===== config.mk =====
export PLATFORM = sky130hd
export DESIGN_NAME = phase_sequencer
export DESIGN_NICKNAME = d
export VERILOG_FILES = /design/src/rtl/phase_sequencer.sv
export SDC_FILE = /design/constraint.sdc
export NUM_CORES = 1
export LEC_CHECK = 0
export CORE_MARGIN = 4
export CORE_UTILIZATION = 52
export DETAILED_ROUTE_END_ITERATION = 8
export PLACE_DENSITY = 0.92
export SLEW_MARGIN = 20
export SYNTH_ARGS = -nofsm -noshare
export SYNTH_HDL_FRONTEND = slang
export SYNTH_SLANG_ARGS = --single-unit
export TNS_END_PERCENT = 100

===== constraint.sdc =====
create_clock -name clock -period 3.76 [get_ports clock]
set_input_delay 0.376 -clock clock [delete_from_list [all_inputs] [get_ports clock]]
set_output_delay 0.376 -clock clock [all_outputs]
set_load 0.02 [all_outputs]

===== src/rtl/phase_sequencer.sv =====
// phase_sequencer: five-phase clock generator for the multicycle SIMPLE processor.
// One instruction spans 10*HALF cycles; supports start, single-step pause and sticky halt.
module phase_sequencer #(
    parameter int HALF        = 1,
    parameter int COUNT_WIDTH = 16
) (
    input  logic                   clock,
    input  logic                   reset,
    input  logic                   start,
    input  logic                   haltin,
    input  logic                   stepmode,
    output logic                   clockp1,
    output logic                   clockp2,
    output logic                   clockp3,
    output logic                   clockp4,
    output logic                   clockp5,
    output logic [2:0]             phase,
    output logic                   running,
    output logic                   halted,
    output logic [COUNT_WIDTH-1:0] instcount
);

    localparam int SUB_W = $clog2(2 * HALF);
    localparam logic [SUB_W-1:0] SUB_LAST = SUB_W'(2 * HALF - 1);
    localparam logic [SUB_W-1:0] SUB_HIGH = SUB_W'(HALF);

    localparam logic [1:0] S_IDLE   = 2'd0;
    localparam logic [1:0] S_RUN    = 2'd1;
    localparam logic [1:0] S_PAUSE  = 2'd2;
    localparam logic [1:0] S_HALTED = 2'd3;

    logic [1:0]             state;
    logic [1:0]             nxt_state;
    logic [SUB_W-1:0]       sub;
    logic [SUB_W-1:0]       nxt_sub;
    logic [2:0]             nxt_phase;
    logic [COUNT_WIDTH-1:0] nxt_count;
    logic                   strobe_on;

    always_comb begin
        nxt_state = state;
        nxt_sub   = sub;
        nxt_phase = phase;
        nxt_count = instcount;
        case (state)
            S_IDLE, S_PAUSE: begin
                if (start) begin
                    nxt_state = S_RUN;
                    nxt_phase = 3'd1;
                    nxt_sub   = '0;
                end
            end
            S_RUN: begin
                if (sub == SUB_LAST) begin
                    nxt_sub = '0;
                    if (phase == 3'd5) begin
                        // End of write-back: retire, then halt beats step beats continue.
                        nxt_count = instcount + COUNT_WIDTH'(1);
                        if (haltin) begin
                            nxt_state = S_HALTED;
                            nxt_phase = 3'd0;
                        end else if (stepmode) begin
                            nxt_state = S_PAUSE;
                            nxt_phase = 3'd0;
                        end else begin
                            nxt_phase = 3'd1;
                        end
                    end else begin
                        nxt_phase = phase + 3'd1;
                    end
                end else begin
                    nxt_sub = sub + SUB_W'(1);
                end
            end
            default: ;
        endcase
    end

    // Strobes are decoded from the next state so every output leaves a flop.
    assign strobe_on = (nxt_state == S_RUN) && (nxt_sub < SUB_HIGH);

    always_ff @(posedge clock or negedge reset) begin
        if (!reset) begin
            state     <= S_IDLE;
            sub       <= '0;
            phase     <= 3'd0;
            instcount <= '0;
            running   <= 1'b0;
            halted    <= 1'b0;
            clockp1   <= 1'b0;
            clockp2   <= 1'b0;
            clockp3   <= 1'b0;
            clockp4   <= 1'b0;
            clockp5   <= 1'b0;
        end else begin
            state     <= nxt_state;
            sub       <= nxt_sub;
            phase     <= nxt_phase;
            instcount <= nxt_count;
            running   <= (nxt_state == S_RUN);
            halted    <= (nxt_state == S_HALTED);
            clockp1   <= strobe_on && (nxt_phase == 3'd1);
            clockp2   <= strobe_on && (nxt_phase == 3'd2);
            clockp3   <= strobe_on && (nxt_phase == 3'd3);
            clockp4   <= strobe_on && (nxt_phase == 3'd4);
            clockp5   <= strobe_on && (nxt_phase == 3'd5);
        end
    end

endmodule


==> run metrics, run 1 <==
status finished clean; clock buffer depth 2; leakage 0.0007471 uW; CP required 4.00 ns; Final Net Count 156; Design Power 957.5 uW; post-synthesis register bit count 29; RSZ-0062 raised after global routing false; register area share after synthesis 0.5604; Max Cap Viol 0; CTS tree built; Vert. Die Dim 57.91 um; chip width 57.91 um; Max IR drop VDD 0.0004925 V; post-synthesis cell area 1295 um2; Max-slew headroom 0.5764; Final Worst Setup Slack 1.870 ns; hold crit path type in -> async; largest area contributor in the netlist dfrtp_1; top cell type's share of synthesized area 0.5604; placed instance count 171; Slowest-stage cell, CP or4_4; Initial Util 0.5637; wire length per cell 14.74 um; vias in the first global route 991; Post-CTS Hold Buffers 0; clock latency on the worst-skew pair 0.32 ns; kind of critical path reg -> reg; PortBufs 30; most frequent cells in the layout clkdlybuf4s50_1 (30), dfrtp_1 (29), nand2_1 (12); largest net degree at the start of global routing 30; die area 3353 um2; Global Route Usage Sum 0.1881; syn_area_per_cell 11.36 um2; Root Driver clkbuf_4; first-pass GRT wire length 4.671 mm; Core Area 2297 um2; Worst EP arrival 2.13 ns; Resized cells post-CTS 0; min cycle time layout 1.890 ns; H-Tree Level Count 2; Hold Vio Cnt, Final 0; Post-Layout Cell Count 179; fmax 0.5292 GHz; cell row count 17; Post-DRT Antenna Nets 0; synth unique cells 30; Routed WL 2.639 mm; actual slew at the worst max-slew pin 0.6331 ns; Setup Slack @ Placement 1.889 ns; # DRC 0; clk slew on worst S/H paths 0.09 ns; worst-path cell chain nand4b_4 -> or4_4 -> nor4_2 -> xor2_1; Placer Congestion 0.8375; Syn Inst Count 114; Worst path max stage delay 0.62 ns; # clock sinks 29; skew final 0.006535 ns; I/O Pins 31; Ant. Diodes 0; Post-DP HPWL 1.904 mm; Net Count, Synth 120; Initial DRC Count 23; Via-to-Cell Ratio 5.413; fin crit share 0.5026; Ys Warns 0; Hold WS 0.4267 ns; initial antenna violation count 0; post-CTS setup buffers 0; setup_tns 0 ns; layout cells sized above 1 0.09934; commonest non-fill, non-tap cell in the layout clkdlybuf4s50_1; Slew Viols, Final 0; startpoint types register; Pre-antenna DRT Iters 4; total vias in the final route 969; Reg2Reg Setup Slack 1.87 ns; final number of setup-violating endpoints 0; area delta synth->final 29.18%; CP endpoint kind register; total CTS buffers 5; gr ovfl total 0; CP Max Fanout 9; power density cells 572.4 nW/um2; Area contributors post-synth dfrtp_1 (56%), xnor2_1 (6.8%), xor2_1 (4.1%)
Yosys cell counts (all sizes together):
cell type / n
and3: 3
a31o: 2
nor2b: 3
dfrtp: 29
or4: 1
nor3b: 1
or2b: 1
xor2: 6
nand4b: 1
and4b: 1
a31oi: 2
nor2: 6
ha: 1
nand2b: 3
nand4: 6
nand2: 12
nand3: 5
buf: 2
nor4: 3
o22a: 1
nor3: 4
or2: 1
inv: 3
a21oi: 2
xnor2: 10
o21ai: 4
a211oi: 1
cell families (layout without fill, tap and decap cells):
group | Yosys count | count (layout) | synth area share
XOR/XNOR | 16 | 16 | 0.1082
AND/OR/NAND/NOR | 51 | 51 | 0.2416
flip-flops | 29 | 29 | 0.5604
adder cells (fa/ha/maj) | 1 | 1 | 0.009660
AO/OA/AOI/OAI | 12 | 12 | 0.05894
buffers and inverters | 5 | 42 | 0.02125
final timing paths:
path                                from            end  depth (start not counted)
max                             state[0]  instcount[15]                          4
min                                reset  instcount[13]                          2
max reg2reg                     state[0]  instcount[15]                          4
min reg2reg                instcount[15]  instcount[15]                          1
max in group asynchronous          reset       state[0]                          2
min in group clock         instcount[15]  instcount[15]                          1
critical path, delay by kind of cell, from the launching register on:
family / cells / cell delay (ns)
and+or+nand+nor: 3 / 1.12
DFF: 1 / 0.51
xor gates and xnor gates: 1 / 0.18
cell type report:
| type | count | area [um2] |
|---|---|---|
| clock inverter | 2 | 10.01 |
| timing repair buffer | 31 | 307.8 |
| tap | 28 | 35.03 |
| multi-input combinational | 80 | 541.8 |
| inverter | 3 | 11.26 |
| fill | 183 | 624.3 |
| clock buffer | 6 | 41.29 |
| sequential | 29 | 725.7 |
per-layer routing:
| metal | vias to the layer above | track usage | part of all wire |
|---|---|---|---|
| li1 | 470 | - | - |
| met1 | 460 | 0.2321 | 0.45 |
| met2 | 34 | 0.2903 | 0.47 |
| met3 | 5 | 0.07127 | 0.058 |
| met4 | 0 | 0.08940 | 0.019 |
| met5 | - | 0 | 0 |
stage by stage:
| stage | area, um2 | utilization |
|---|---|---|
| after CTS | 1673 | 0.7282 |
| final | 1673 | 0.7282 |
| after global placement | 1622 | 0.7059 |
| after global routing | 1673 | 0.7282 |
| after detailed placement | 1622 | 0.7059 |
| after floorplan | 1295 | - |
registers in the layout (all words and copies together) (netlist names):
| register | count |
|---|---|
| clockp4 | 1 |
| running | 1 |
| clockp2 | 1 |
| halted | 1 |
| clockp1 | 1 |
| sub | 1 |
| clockp3 | 1 |
| phase | 3 |
| clockp5 | 1 |
| state | 2 |
| instcount | 16 |
report_power, final:
part | internal, uW | total (uW) | switching (uW)
Sequential | 374 | 454 | 80.6
Clock | 71.0 | 174 | 103
Combinational | 163 | 329 | 166
Note: power is estimated with default switching activity, not from simulation.
==> run 2, diff against run 1 <==
Settings changed: CORE_UTILIZATION 52 to 48, PLACE_DENSITY 0.92 to 0.87.
Clock period 3.76 ns to 1.9 ns, I/O delays scaled along.
==> run 2 against run 1 <==
  * Combinational power rose by 120%
  * Global-route usage rose by 1.6 points
  * Final cell count rose by 3.9%
  * Clock skew barely moved
  * Wire length rose by 13%
  * Worst hold slack got worse by 0.21 ns
  * Clock power rose by 150%
  * Utilization fell by 4.0 points
==> run metrics, run 2 (synthesis gave the netlist of run 1 again) <==
status finished clean; CP endpoint kind register; Global Route Usage Sum 0.2041 (+0.01600); Max-slew headroom 0.7637 (+0.1873); layout cells sized above 1 0.1410 (+0.04169); min cycle time layout 1.781 ns (-0.1089 ns); Root Driver clkbuf_4; total CTS buffers 5 (unchanged); Core Area 2522 um2 (+9.8%); setup_tns 0 ns (unchanged); RSZ-0062 raised after global routing false; Comb pwr share 0.358 (+0.015); clk slew on worst S/H paths 0.09 ns (about the same); fmax 0.5615 GHz (+6.1%); largest net degree at the start of global routing 30 (unchanged); H-Tree Level Count 2 (unchanged); Max IR drop VDD 0.0009332 V (+89%); gr ovfl total 0 (unchanged); Biggest register instcount; startpoint types register; Sw Ratio 0.3566 (-0.008528); cell row count 18 (+1); CTS tree built; Hold Vio Cnt, Final 0 (unchanged); total vias in the final route 1020 (+5.3%); Ant. Diodes 0 (unchanged); clock latency on the worst-skew pair 0.34 ns (+0.02 ns); met3 WL 159 um (+4.6%); Finished Core Util 0.6885 (-0.03972); area delta synth->final 34.11%; wire length per cell 16.05 um (+8.9%); Worst path max stage delay 0.60 ns (-0.02 ns); leakage 0.0007805 uW (+4.5%); die area 3593 um2 (+7.2%); Clock Power Share 0.212 (+0.030); Placer Congestion 0.8801 (+5.1%); top flop regs instcount (16), phase (3), state (2); Pre-antenna DRT Iters 4 (unchanged); CP Max Fanout 7 (-2); NetSw 727.6 uW (+110%); first-pass GRT wire length 5.147 mm (+10%); # clock sinks 29 (unchanged); Max Cap Viol 0 (unchanged); post-CTS setup buffers 0 (unchanged); Top Metal Used met4; CP required 2.17 ns (-1.83 ns); # DRC 0 (unchanged); kind of critical path reg -> reg; vias in the first global route 1103 (+11%); final number of setup-violating endpoints 0 (unchanged); I/O Pins 31 (unchanged); actual slew at the worst max-slew pin 0.3545 ns (-0.2786 ns); clock buffer depth 2 (unchanged); Slowest-stage cell, CP or4_4; fin crit share 0.9373 (+0.4347); WL met1 1.236 mm (+4.2%); Slew Viols, Final 0 (unchanged); skew final 0.006609 ns (+0.00007469 ns); CP delay by family, top simple AND/OR/NAND/NOR gates; worst-path cell chain nand4b_4 -> or4_4 -> nor4_2 -> xor2_1; hold crit path type in -> async; P_int 1313 uW (+120%); Routed WL 2.986 mm (+13%); power density cells 1175 nW/um2 (+110%); Final Net Count 161 (+3.2%); met2 WL 1.500 mm (+20%); most frequent cells in the layout clkdlybuf4s50_1 (30), dfrtp_1 (29), nand2_1 (12); chip width 59.94 um (+3.5%); PortBufs 30 (unchanged); Post-DP HPWL 2.013 mm (+5.7%); Vert. Die Dim 59.94 um (+3.5%); commonest non-fill, non-tap cell in the layout clkdlybuf4s50_1; Worst EP arrival 2.05 ns (-0.08 ns); Buf/Inv on CP 0 (unchanged); max FFs per register 16 (unchanged); Initial Util 0.5134 (-0.05033); Via-to-Cell Ratio 5.484 (+1.3%); Seq pwr share 0.430 (-0.044); initial antenna violation count 0 (unchanged); filler instances 191 (+4.4%); Post-DRT Antenna Nets 0 (unchanged); Initial DRC Count 10 (-57%)
-- run 2: changes by cell type in the layout (fill, tap and decap cells not counted) --
cell	change
nor3b_1	-1
nor3b_2	+1
clkbuf_1	-1
clkinv_2	-1
buf_4	+5
clkbuf_8	+2
-- run 2: timing repair --
action / 4_1_cts / 5_1_grt
endpoints found under the setup margin: 0 / 1
hold buffers: 0 / 0
resized for setup: 0 / 1
-- run 2: path summary, 6_finish.rpt --
check	startpoint	to	slack, ns	cells past startpoint
min reg2reg	instcount[15]	instcount[15]	0.47	1
max	state[1]	instcount[15]	0.12	4
max reg2reg	state[1]	instcount[15]	0.12	4
max in group asynchronous	reset	clockp2	1.42	2
min	reset	instcount[0]	0.21	2
min in group clock	stepmode	state[0]	0.46	2
-- run 2: metal layers --
metal	track usage	vias to the layer above
li1	-	482
met1	0.2252	501
met2	0.3349	27
met3	0.09071	10
met4	0.09494	0
met5	0	-
-- run 2: stage by stage --
step | instance area [um2] | hold slack [ns] | setup WS [ns] | power (uW) | std cells
6_report | 1737 | 0.2143 | 0.1191 | 2041 | 186
5_1_grt | 1737 | 0.2465 | 0.02272 | 2150 | 186
4_1_cts | 1732 | 0.2217 | 0.03294 | 2052 | 186
3_5_place_dp | 1662 | 0.4595 | 0.1460 | 1603 | 178
3_3_place_gp | 1662 | 0.4621 | 0.1981 | 1580 | 178
2_1_floorplan | 1295 | -0.1056 | 0.02453 | 1258 | 114
-- run 2: final cells by class --
cell class	instances	area, um2	area share
Tap cell	30	37.54	0.02161
Clock buffer	7	65.06	0.03746
Clock inverter	1	5.005	0.002882
Multi-Input combinational cell	80	546.8	0.3148
Sequential cell	29	725.7	0.4179
Inverter	3	11.26	0.006484
Timing Repair Buffer	36	345.3	0.1988
-- run 2: power by group through the flow --
stage / clock (uW) / combinational, uW / sequential, uW
after floorplan: 0 / 255 / 1000
after global placement: 0 / 707 / 873
after detailed placement: 0 / 724 / 879
after CTS: 439 / 737 / 876
after global routing: 471 / 785 / 894
final: 433 / 730 / 877
-- run 2: worst register-to-register path: stages (launching register included) --
cell      delay [ns]
dfrtp_1         0.45
nand4b_4        0.19
or4_4           0.60
nor4_2          0.30
xor2_1          0.17
==> run 3, diff against run 2 <==
--- a/config.mk
+++ b/config.mk
@@ -6,4 +6,5 @@
 export NUM_CORES = 1
 export LEC_CHECK = 0
+export ABC_CLOCK_PERIOD_IN_PS = 1900
 export CORE_MARGIN = 4
 export CORE_UTILIZATION = 48
@@ -14,3 +15,2 @@
 export SYNTH_HDL_FRONTEND = slang
 export SYNTH_SLANG_ARGS = --single-unit
-export TNS_END_PERCENT = 100
==> constraint.sdc (replaced) <==
create_clock -name clock -period 1.9 [get_ports clock]
set_input_delay 0.19 -clock clock [delete_from_list [all_inputs] [get_ports clock]]
set_output_delay 0.19 -clock clock [all_outputs]
set_load 0.05 [all_outputs]
==> run 3 against run 2 <==
  * Wire length shrank 16%
  * Sequential power grew 3.3%
  * Critical path depth shrank 3
  * Final area shrank 1.3%
  * Sequential cell count is the same
  * Die area is the same
  * Sequential share of layout area grew 0.91 points
  * Non-clock buffer count shrank 2
  * Combinational power grew 24%
  * Highest routed layer unchanged
==> run metrics, run 3 (synthesis gave the netlist of run 1 again) <==
actual slew at the worst max-slew pin 0.5068 ns (+0.1523 ns); worst-path cell chain clkdlybuf4s50_1; initial antenna violation count 0 (unchanged); CP delay by family, top buffers and inverters; wire length per cell 13.71 um (-15%); CP endpoint kind output pin; Max IR drop VDD 0.001096 V (+17%); filler instances 206 (+7.9%); final number of setup-violating endpoints 0 (unchanged); fin crit share 0.9538 (+0.01649); startpoint types register; Slowest-stage cell, CP clkdlybuf4s50_1; Ant. Diodes 0 (unchanged); Placer Congestion 0.8468 (-3.8%); Buf/Inv on CP 1 (+1); vias in the first global route 962 (-13%); clock latency on the worst-skew pair 0.32 ns (-0.02 ns); leakage 0.0007797 uW (about the same); placed instance count 176 (-1.1%); layout cells sized above 1 0.1429 (+0.001832); cell row count 18 (unchanged); NetSw 913.6 uW (+26%); Biggest register instcount; Setup Slack @ Placement 0.1099 ns (-0.03608 ns); RSZ-0062 raised after global routing false; first-pass GRT wire length 4.291 mm (-17%); post-CTS setup buffers 0 (unchanged); CP required 1.71 ns (-0.46 ns); Root Driver clkbuf_4; area delta synth->final 32.37%; Post-CTS Hold Buffers 0 (unchanged); Seq pwr share 0.421 (-0.009); die area 3593 um2 (unchanged); clock buffer depth 2 (unchanged); CTS tree built; Sw Ratio 0.4247 (+0.06813); skew final 0.004141 ns (-0.002468 ns); hold crit path type in -> async; Pre-antenna DRT Iters 4 (unchanged); Global Route Usage Sum 0.1679 (-0.03621); fmax 0.5518 GHz (-1.7%); total vias in the final route 969 (-5.0%); Vert. Die Dim 59.94 um (unchanged); commonest non-fill, non-tap cell in the layout clkdlybuf4s50_1; CP Max Fanout 6 (-1); P_int 1238 uW (-5.7%); H-Tree Level Count 2 (unchanged); Clock Power Share 0.160 (-0.052); Worst EP arrival 1.62 ns (-0.43 ns); top flop regs instcount (16), phase (3), state (2); Slew Viols, Final 0 (unchanged); clk slew on worst S/H paths 0.08 ns (about the same); min cycle time layout 1.812 ns (+0.03133 ns); # clock sinks 29 (unchanged); Max Cap Viol 0 (unchanged); largest net degree at the start of global routing 30 (unchanged); Final Worst Setup Slack 0.08773 ns (-0.03133 ns); gr ovfl total 0 (unchanged); power density cells 1255 nW/um2 (+6.8%); Final Net Count 159 (-1.2%); kind of critical path reg -> out; total CTS buffers 5 (unchanged); max FFs per register 16 (unchanged); setup_tns 0 ns (unchanged); Initial Util 0.5134 (unchanged); Hold WS 0.2343 ns (+0.02002 ns); I/O Pins 31 (unchanged); Routed WL 2.523 mm (-16%); Post-Layout Cell Count 184 (-1.1%); most frequent cells in the layout clkdlybuf4s50_1 (28), dfrtp_1 (24), nand2_1 (12); Design Power 2151 uW (+5.4%); # DRC 0 (unchanged); PortBufs 30 (unchanged); Hold Vio Cnt, Final 0 (unchanged); Core Area 2522 um2 (unchanged); status finished clean; Initial DRC Count 20 (+10); chip width 59.94 um (unchanged); Via-to-Cell Ratio 5.266 (-4.0%); Post-DRT Antenna Nets 0 (unchanged); Worst path max stage delay 0.84 ns (+0.24 ns); Post-DP HPWL 1.848 mm (-8.2%); Comb pwr share 0.419 (+0.061); Max-slew headroom 0.6611 (-0.1026)
[run 3: changes by cell type in the layout (fill, tap and decap cells not counted), sizes merged]
cell	previous run	this run
clkinv	1	0
buf	6	4
dlymetal6s2s	0	2
clkdlybuf4s50	30	28
clkbuf	7	8
[run 3: what timing repair did]
action	in CTS	in global routing
endpoints found under the hold margin	0	0
setup endpoints to repair	0	2
gates resized for setup	0	2
[run 3: final timing paths]
kind	startpoint	end	slack, ns	cells past startpoint
min reg2reg	instcount[15]	instcount[15]	0.48	1
max	instcount[7]	instcount[7]	0.09	1
max reg2reg	state[1]	instcount[15]	0.13	4
min	reset	instcount[12]	0.23	2
max in group asynchronous	reset	phase[0]	1.39	2
min in group clock	stepmode	state[0]	0.46	2
[run 3: worst register-to-register path, stage by stage, from the launching register on]
cell      delay [ns]
dfrtp_1         0.44
nand4b_4        0.19
or4_4           0.59
nor4_2          0.30
xor2_1          0.18
[run 3: metrics by stage]
step	area, um2	util
6_report	1714	0.6796
5_1_grt	1714	0.6796
4_1_cts	1709	0.6776
3_5_place_dp	1660	0.6582
3_3_place_gp	1660	0.6582
2_1_floorplan	1309	-
[run 3: power groups by stage]
stage	registers [uW]	clock network, uW	logic (uW)
CTS	905	361	910
floorplan	1240	0	265
finish	906	343	902
global placement	908	0	899
global route	926	396	962
detailed placement	917	0	904
[run 3: layout make-up]
type | count | area [um2] | share of cell area
sequential | 29 | 732.0 | 0.4270
multi-input combinational | 80 | 549.3 | 0.3204
tap | 30 | 37.54 | 0.02190
inverter | 3 | 11.26 | 0.006569
timing repair buffer | 34 | 335.3 | 0.1956
clock buffer | 8 | 48.80 | 0.02847
[run 3: routing by layer]
metal / GRT usage / vias up / share of wire
met1: 0.1942 / 467 / 0.43
met3: 0.06911 / 4 / 0.067
met4: 0.08544 / 0 / 0.014
li1: - / 475 / -
met2: 0.2654 / 23 / 0.48
met5: 0 / - / 0
